<file path="src/rtl/bcd_disp_pkg.sv">
// Shared definitions for the BCD 7-segment scan driver: FSM encoding and
// segment patterns in {g,f,e,d,c,b,a} order, logical (active-high) polarity.
package bcd_disp_pkg;

    typedef enum logic [1:0] {
        IDLE  = 2'd0,
        BLANK = 2'd1,
        DRIVE = 2'd2
    } scan_state_e;

    localparam logic [6:0] SEG_0    = 7'b0111111;
    localparam logic [6:0] SEG_1    = 7'b0000110;
    localparam logic [6:0] SEG_2    = 7'b1011011;
    localparam logic [6:0] SEG_3    = 7'b1001111;
    localparam logic [6:0] SEG_4    = 7'b1100110;
    localparam logic [6:0] SEG_5    = 7'b1101101;
    localparam logic [6:0] SEG_6    = 7'b1111101;
    localparam logic [6:0] SEG_7    = 7'b0000111;
    localparam logic [6:0] SEG_8    = 7'b1111111;
    localparam logic [6:0] SEG_9    = 7'b1101111;
    localparam logic [6:0] SEG_DASH = 7'b1000000;
    localparam logic [6:0] SEG_OFF  = 7'b0000000;

endpackage

</file>
<file path="src/rtl/bcd_7seg_scan_driver_if.sv">
// Display-side bundle: BCD input and enable toward the driver, pin-level
// segment/digit outputs and the frame strobe back out.
interface bcd_7seg_scan_driver_if #(
    parameter int NUM_DIGITS = 2
);
    logic                      en;
    logic [NUM_DIGITS*4-1:0]   bcd_in;
    logic [6:0]                seg_out;
    logic                      dp_out;
    logic [NUM_DIGITS-1:0]     digit_sel;
    logic                      frame_done;

    modport master (
        output en, bcd_in,
        input  seg_out, dp_out, digit_sel, frame_done
    );

    modport slave (
        input  en, bcd_in,
        output seg_out, dp_out, digit_sel, frame_done
    );
endinterface

</file>
<file path="src/rtl/bcd_to_7seg.sv">
// Combinational BCD digit to gfedcba pattern; codes 10..15 show a dash.
module bcd_to_7seg
    import bcd_disp_pkg::*;
(
    input  logic [3:0] bcd,
    output logic [6:0] seg
);
    always_comb begin
        seg = SEG_DASH;
        case (bcd)
            4'd0: seg = SEG_0;
            4'd1: seg = SEG_1;
            4'd2: seg = SEG_2;
            4'd3: seg = SEG_3;
            4'd4: seg = SEG_4;
            4'd5: seg = SEG_5;
            4'd6: seg = SEG_6;
            4'd7: seg = SEG_7;
            4'd8: seg = SEG_8;
            4'd9: seg = SEG_9;
            default: seg = SEG_DASH;
        endcase
    end
endmodule

</file>
<file path="src/rtl/bcd_7seg_scan_driver.sv">
// Time-multiplexed 7-segment scanner: blank gap, then drive each digit in turn
// from a shadow copy of bcd_in that is refreshed only at frame boundaries.
module bcd_7seg_scan_driver
    import bcd_disp_pkg::*;
#(
    parameter int NUM_DIGITS     = 2,
    parameter int DRIVE_CYCLES   = 1000,
    parameter int BLANK_CYCLES   = 16,
    parameter int LZ_BLANK       = 1,
    parameter int SEG_ACTIVE_LOW = 0,
    parameter int DIG_ACTIVE_LOW = 0
) (
    input  logic                   clk,
    input  logic                   rst_n,
    bcd_7seg_scan_driver_if.slave  bus
);
    localparam int MAXC = (DRIVE_CYCLES > BLANK_CYCLES) ? DRIVE_CYCLES : BLANK_CYCLES;
    localparam int CW   = (MAXC > 1) ? $clog2(MAXC) : 1;
    localparam int IW   = (NUM_DIGITS > 1) ? $clog2(NUM_DIGITS) : 1;
    localparam int BW   = NUM_DIGITS * 4;

    localparam logic [CW-1:0] BLANK_LAST = CW'(BLANK_CYCLES - 1);
    localparam logic [CW-1:0] DRIVE_LAST = CW'(DRIVE_CYCLES - 1);
    localparam logic [IW-1:0] IDX_LAST   = IW'(NUM_DIGITS - 1);

    // Output flops hold pin-level values, so "off" depends on polarity.
    localparam logic [6:0]            SEG_PIN_OFF = {7{SEG_ACTIVE_LOW != 0}};
    localparam logic                  DP_PIN_OFF  = (SEG_ACTIVE_LOW != 0);
    localparam logic [NUM_DIGITS-1:0] DIG_PIN_OFF = {NUM_DIGITS{DIG_ACTIVE_LOW != 0}};

    scan_state_e           state_q, state_d;
    logic [CW-1:0]         cnt_q, cnt_d;
    logic [IW-1:0]         idx_q, idx_d;
    logic [BW-1:0]         shadow_q, shadow_d;
    logic                  frame_done_q, frame_done_d;
    logic [6:0]            seg_q, seg_d;
    logic                  dp_q, dp_d;
    logic [NUM_DIGITS-1:0] dig_q, dig_d;

    logic [3:0]            cur_bcd;
    logic [6:0]            cur_seg;
    logic [NUM_DIGITS-1:0] lz_blank;
    logic                  zero_run;
    logic [6:0]            seg_logic;
    logic [NUM_DIGITS-1:0] dig_logic;

    always_comb begin
        state_d      = state_q;
        cnt_d        = cnt_q;
        idx_d        = idx_q;
        shadow_d     = shadow_q;
        frame_done_d = 1'b0;
        if (!bus.en) begin
            state_d = IDLE;
            cnt_d   = '0;
            idx_d   = '0;
        end else begin
            case (state_q)
                IDLE: begin
                    state_d  = BLANK;
                    cnt_d    = '0;
                    idx_d    = '0;
                    shadow_d = bus.bcd_in;
                end
                BLANK: begin
                    if (cnt_q == BLANK_LAST) begin
                        state_d = DRIVE;
                        cnt_d   = '0;
                    end else begin
                        cnt_d = cnt_q + 1'b1;
                    end
                end
                DRIVE: begin
                    if (cnt_q == DRIVE_LAST) begin
                        state_d = BLANK;
                        cnt_d   = '0;
                        if (idx_q == IDX_LAST) begin
                            idx_d        = '0;
                            shadow_d     = bus.bcd_in;
                            frame_done_d = 1'b1;
                        end else begin
                            idx_d = idx_q + 1'b1;
                        end
                    end else begin
                        cnt_d = cnt_q + 1'b1;
                    end
                end
                default: begin
                    state_d = IDLE;
                    cnt_d   = '0;
                    idx_d   = '0;
                end
            endcase
        end
    end

    assign cur_bcd = shadow_d[{idx_d, 2'b00} +: 4];

    bcd_to_7seg u_dec (
        .bcd (cur_bcd),
        .seg (cur_seg)
    );

    // A digit is a leading zero when it and every more-significant digit are 0.
    always_comb begin
        zero_run = 1'b1;
        lz_blank = '0;
        for (int i = NUM_DIGITS - 1; i >= 0; i--) begin
            zero_run    = zero_run & (shadow_d[i*4 +: 4] == 4'd0);
            lz_blank[i] = (LZ_BLANK != 0) && (i > 0) && zero_run;
        end
    end

    // Outputs are derived from the next state so the registered pins line up
    // with the state they belong to.
    always_comb begin
        seg_logic = SEG_OFF;
        dig_logic = '0;
        if (state_d == DRIVE) begin
            dig_logic = NUM_DIGITS'(1) << idx_d;
            seg_logic = lz_blank[idx_d] ? SEG_OFF : cur_seg;
        end
        seg_d = (SEG_ACTIVE_LOW != 0) ? ~seg_logic : seg_logic;
        dig_d = (DIG_ACTIVE_LOW != 0) ? ~dig_logic : dig_logic;
        dp_d  = DP_PIN_OFF;
    end

    always_ff @(posedge clk or negedge rst_n) begin
        if (!rst_n) begin
            state_q      <= IDLE;
            cnt_q        <= '0;
            idx_q        <= '0;
            shadow_q     <= '0;
            frame_done_q <= 1'b0;
            seg_q        <= SEG_PIN_OFF;
            dp_q         <= DP_PIN_OFF;
            dig_q        <= DIG_PIN_OFF;
        end else begin
            state_q      <= state_d;
            cnt_q        <= cnt_d;
            idx_q        <= idx_d;
            shadow_q     <= shadow_d;
            frame_done_q <= frame_done_d;
            seg_q        <= seg_d;
            dp_q         <= dp_d;
            dig_q        <= dig_d;
        end
    end

    assign bus.seg_out    = seg_q;
    assign bus.dp_out     = dp_q;
    assign bus.digit_sel  = dig_q;
    assign bus.frame_done = frame_done_q;
endmodule

</file>
<file path="src/flat_wrapper.sv">
// flat-port wrapper written by rule: the top's interface ports become plain ports
module bcd_7seg_scan_driver_flat import bcd_disp_pkg::*;
#(
    parameter int NUM_DIGITS     = 2,
    parameter int DRIVE_CYCLES   = 1000,
    parameter int BLANK_CYCLES   = 16,
    parameter int LZ_BLANK       = 1,
    parameter int SEG_ACTIVE_LOW = 0,
    parameter int DIG_ACTIVE_LOW = 0
)
  (clk, rst_n, bus_en, bus_bcd_in, bus_seg_out, bus_dp_out, bus_digit_sel, bus_frame_done);
  bcd_7seg_scan_driver_if #(.NUM_DIGITS(NUM_DIGITS)) bus_i ();
  input  logic clk;
  input  logic rst_n;
  input wire logic [$bits(bus_i.en)-1:0] bus_en;
  input wire logic [$bits(bus_i.bcd_in)-1:0] bus_bcd_in;
  output wire logic [$bits(bus_i.seg_out)-1:0] bus_seg_out;
  output wire logic [$bits(bus_i.dp_out)-1:0] bus_dp_out;
  output wire logic [$bits(bus_i.digit_sel)-1:0] bus_digit_sel;
  output wire logic [$bits(bus_i.frame_done)-1:0] bus_frame_done;
  assign bus_i.en = bus_en;
  assign bus_i.bcd_in = bus_bcd_in;
  assign bus_seg_out = bus_i.seg_out;
  assign bus_dp_out = bus_i.dp_out;
  assign bus_digit_sel = bus_i.digit_sel;
  assign bus_frame_done = bus_i.frame_done;
  bcd_7seg_scan_driver #(.NUM_DIGITS(NUM_DIGITS), .DRIVE_CYCLES(DRIVE_CYCLES), .BLANK_CYCLES(BLANK_CYCLES), .LZ_BLANK(LZ_BLANK), .SEG_ACTIVE_LOW(SEG_ACTIVE_LOW), .DIG_ACTIVE_LOW(DIG_ACTIVE_LOW)) u_core (.clk(clk), .rst_n(rst_n), .bus(bus_i));
endmodule
</file>
<file path="config.mk">
export PLATFORM = sky130hd
export DESIGN_NAME = bcd_7seg_scan_driver_flat
export DESIGN_NICKNAME = d
export VERILOG_FILES = /design/src/rtl/bcd_disp_pkg.sv /design/src/rtl/bcd_7seg_scan_driver_if.sv /design/src/rtl/bcd_to_7seg.sv /design/src/rtl/bcd_7seg_scan_driver.sv /design/src/flat_wrapper.sv
export SDC_FILE = /design/constraint.sdc
export NUM_CORES = 1
export LEC_CHECK = 0
export CAP_MARGIN = 20
export CELL_PAD_IN_SITES_DETAIL_PLACEMENT = 0
export CELL_PAD_IN_SITES_GLOBAL_PLACEMENT = 2
export CORE_MARGIN = 1.5
export CORE_UTILIZATION = 38
export DETAILED_ROUTE_END_ITERATION = 12
export PLACE_DENSITY_LB_ADDON = 0.1
export SYNTH_ARGS = -nofsm -noshare
export SYNTH_HDL_FRONTEND = slang
export SYNTH_HIERARCHICAL = 1
export SYNTH_SLANG_ARGS = --single-unit
</file>
<file path="constraint.sdc">
create_clock -name clk -period 4.6 [get_ports clk]
set_clock_uncertainty 0.15 [all_clocks]
set_input_delay 1.15 -clock clk [delete_from_list [all_inputs] [get_ports clk]]
set_output_delay 1.15 -clock clk [all_outputs]
set_load 0.1 [all_outputs]
</file>
==> qor.csv <==
stage;metric;value;unit
status;status;complete, no violations;
timing;fin_setup_tns;0;ns
yosys;synth_area;1710;um^2
cells_and_area;drive_gt1_frac;0.106;
timing;setup_viol;0;
die;core-area;4320;um^2
timing;slew_viol_final;0;
die;die_h;70.0;um
global_route;grt_pass1_wl;5610;um
global_route;grt_pass1_vias;1233;
worst_setup_path;critPathKind;in2reg;
yosys;synth.most_common_cell;dfrtp_1;
clock_network;cts_tree;done;
clock_network;cts_repair_resize_count;0;
yosys;synth.area.mux_share;0.0352;
yosys;syn_avg_cell_area;10.4;um^2
power_and_ir_drop;ir_worst_vdd;148;uV
cells_and_area;fillers;426;
timing;period_needed;3.75;ns
clock_network;root_buffer;clkbuf_8;
worst_setup_path;crit_arrival;3.80;ns
clock_network;cts_sinks;31;
die;die_area;4900;um^2
worst_setup_path;crit_fanout;9;
yosys;yosys.area_share.adder;0.0880;
yosys;synth_seq_cells;31;
yosys;seq_area_frac_synth;0.455;
yosys;synth_compound_area_frac;0.145;
yosys;synth_top_family_by_area;simple AND/OR/NAND/NOR gates;
yosys;syn-instance-count;164;
run;cap_violations;0;
clock_network;post_cts_buffers;0;
clock_network;clk_latency;0.28;ns
placed_design;hpwl;2440;um
global_route;grt_start_max_net_pins;32;
worst_setup_path;worstPathRequired;4.65;ns
drt;detail-route-antenna-nets;0;
timing;rsz0062_at_grt;no;
timing;worst_pin_slew;0.972;ns
drt;postRouteWirelength;3270;um
die;initial_core_util;0.394;
yosys;synth_top_area_frac;0.455;
drt;drt_iter0_markers;65;
clock_network;cts_buffer_depth;2;
yosys;synth_top_cells_by_count;dfrtp_1 (31), nor2_1 (25), inv_1 (17), ha_1 (12), a22o_1 (8);
worst_setup_path;end_kind;flop;
die;ios;22;
die;rows;24;
clock_network;numCtsBuffers;5;
timing;finalHoldViolCount;0;
cells_and_area;area_growth;20.0;%
placed_design;gp_congestion;0.753;
yosys;synth_cell_types;43;
global_route;grt_usage;0.145;
drt;viasPerCell;5.07;
yosys;synth_edf_count;0;
global_route;grt_overflow;0;
cells_and_area;diodes;0;
power_and_ir_drop;powerDensity;326;nW/um^2
die;dieWidth;70.0;um
timing;slew-limit-headroom;0.350;
placed_design;pre_cts_slack;0.590;ns
yosys;synth_ff_type;dfrtp_1;
placed_design;io_buffers;20;
timing;max_freq;267;MHz
yosys;synthArstFlopShare;1.00;
worst_setup_path;startpoint_type;input port;
drt;routedWlPerCell;13.6;um
global_route;antenna_found_initial;0;
yosys;synth_fp_nets;187;
power_and_ir_drop;p_leak;0.960;nW
drt;vias;1222;
yosys;ys_warn_count;6;
timing;setup_slack;0.853;ns
min_path;hold_path.class;reg2reg;
power_and_ir_drop;total_power;0.000667;W
yosys;synth-simple-area-share;0.173;
timing;min_period_over_period;0.814;
yosys;yosys.area_share.xor_xnor;0.0411;
drt;drc;0;
yosys;synthTopCellsByArea;dfrtp_1 (45%), ha_1 (8.8%), nor2_1 (5.5%), a22o_1 (4.1%), inv_1 (3.7%);
yosys;yosysTopAreaCell;dfrtp_1;
clock_network;hold_buffers;0;
clock_network;htreeDepth;2;
clock_network;clk_pin_slew;0.06;ns
drt;drt_first_pass_iters;4;
cells_and_area;nets;211;
[registers in the layout, summed over array words and instances (netlist names)]
| name | flops |
|---|---|
| u_core/cnt_q | 10 |
| u_core/bus.digit_sel | 2 |
| u_core/idx_q | 1 |
| u_core/bus.seg_out | 7 |
| u_core/state_q | 2 |
| u_core/shadow_q | 8 |
| u_core/bus.frame_done | 1 |
[path summary, 6_finish.rpt]
path,depth (start not counted),endpoint,slack (ns),startpoint
max,12,u_core/bus.seg_out[3]$_DFF_PN0_,0.85,bus_en
min,1,u_core/cnt_q[0]$_DFF_PN0_,0.31,u_core/cnt_q[0]$_DFF_PN0_
max reg2reg,14,u_core/bus.seg_out[3]$_DFF_PN0_,1.47,u_core/cnt_q[0]$_DFF_PN0_
min reg2reg,1,u_core/cnt_q[0]$_DFF_PN0_,0.31,u_core/cnt_q[0]$_DFF_PN0_
max in group asynchronous,2,u_core/bus.seg_out[2]$_DFF_PN0_,2.89,rst_n
min in group asynchronous,2,u_core/bus.frame_done$_DFF_PN0_,1.10,rst_n
[cell usage in the layout, fill, tap and decap left out, types with 2 or more instances in the layout]
cell,n
nand2b_1,3
buf_4,2
o22ai_1,3
a22o_1,8
o21ai_0,2
inv_1,17
nor2_1,25
mux2_2,4
ha_1,12
nor2b_1,2
and3_1,5
xnor2_1,5
nand4_1,2
nand3_1,5
nor3_1,2
o31ai_1,2
clkdlybuf4s50_1,20
a21o_1,2
xor2_1,3
nand2_1,4
dfrtp_1,31
a22oi_1,2
clkbuf_8,7
[routing by layer]
| layer | vias up | global-route usage | wire length, um |
|---|---|---|---|
| met5 | - | 0 | 0 |
| met4 | 0 | 0.0449 | 44 |
| met3 | 5 | 0.0447 | 101 |
| met2 | 13 | 0.255 | 1670 |
| met1 | 596 | 0.167 | 1450 |
| li1 | 608 | - | - |
[metrics by stage]
| step | cells | instance area (um^2) | hold WS (ns) | utilization |
|---|---|---|---|---|
| after floorplan | 164 | 1710 | 0.275 | - |
| after global placement | 233 | 1950 | 0.296 | 0.450 |
| after detailed placement | 233 | 1950 | 0.302 | 0.450 |
| after CTS | 241 | 2050 | 0.314 | 0.473 |
| after global routing | 241 | 2050 | 0.347 | 0.473 |
| final | 241 | 2050 | 0.309 | 0.473 |
[power by group]
part           internal [W]  leakage [nW]  switching, W  total, W
sequential         0.000287         0.418    0.00000713  0.000294
combinational     0.0000612         0.490     0.0000781  0.000139
clock              0.000136        0.0515     0.0000965  0.000233
[kinds of logic (layout without fill, tap and decap cells)]
kind of cell	Yosys count	in the layout
adders and majority gates	12	12
and+or+nand+nor	56	56
DFF	31	31
muxes	5	5
buffers and inverters	22	47
other	1	1
AOI/OAI and AO/OA	29	29
xor gates and xnor gates	8	8
[critical path, stage by stage]
cell and delay [ns]:
clkdlybuf4s50_1 0.67, nand3_1 0.18, nor4_4 0.27, or2_2 0.28, a22o_1 0.17, mux2_2 0.24, inv_1 0.10, ha_1 0.18
mux2_4 0.27, o22ai_1 0.12, inv_1 0.06, nor2_1 0.09
[area by class of cell]
| class | instances | area (um^2) | share of cell area |
|---|---|---|---|
| Inverter | 17 | 63.8 | 0.0312 |
| Sequential cell | 31 | 776 | 0.379 |
| Multi-Input combinational cell | 111 | 826 | 0.404 |
| Tap cell | 52 | 65.1 | 0.0318 |
| Clock buffer | 8 | 100 | 0.0489 |
| Timing Repair Buffer | 22 | 215 | 0.105 |
Note: power is estimated with default switching activity, not from simulation.
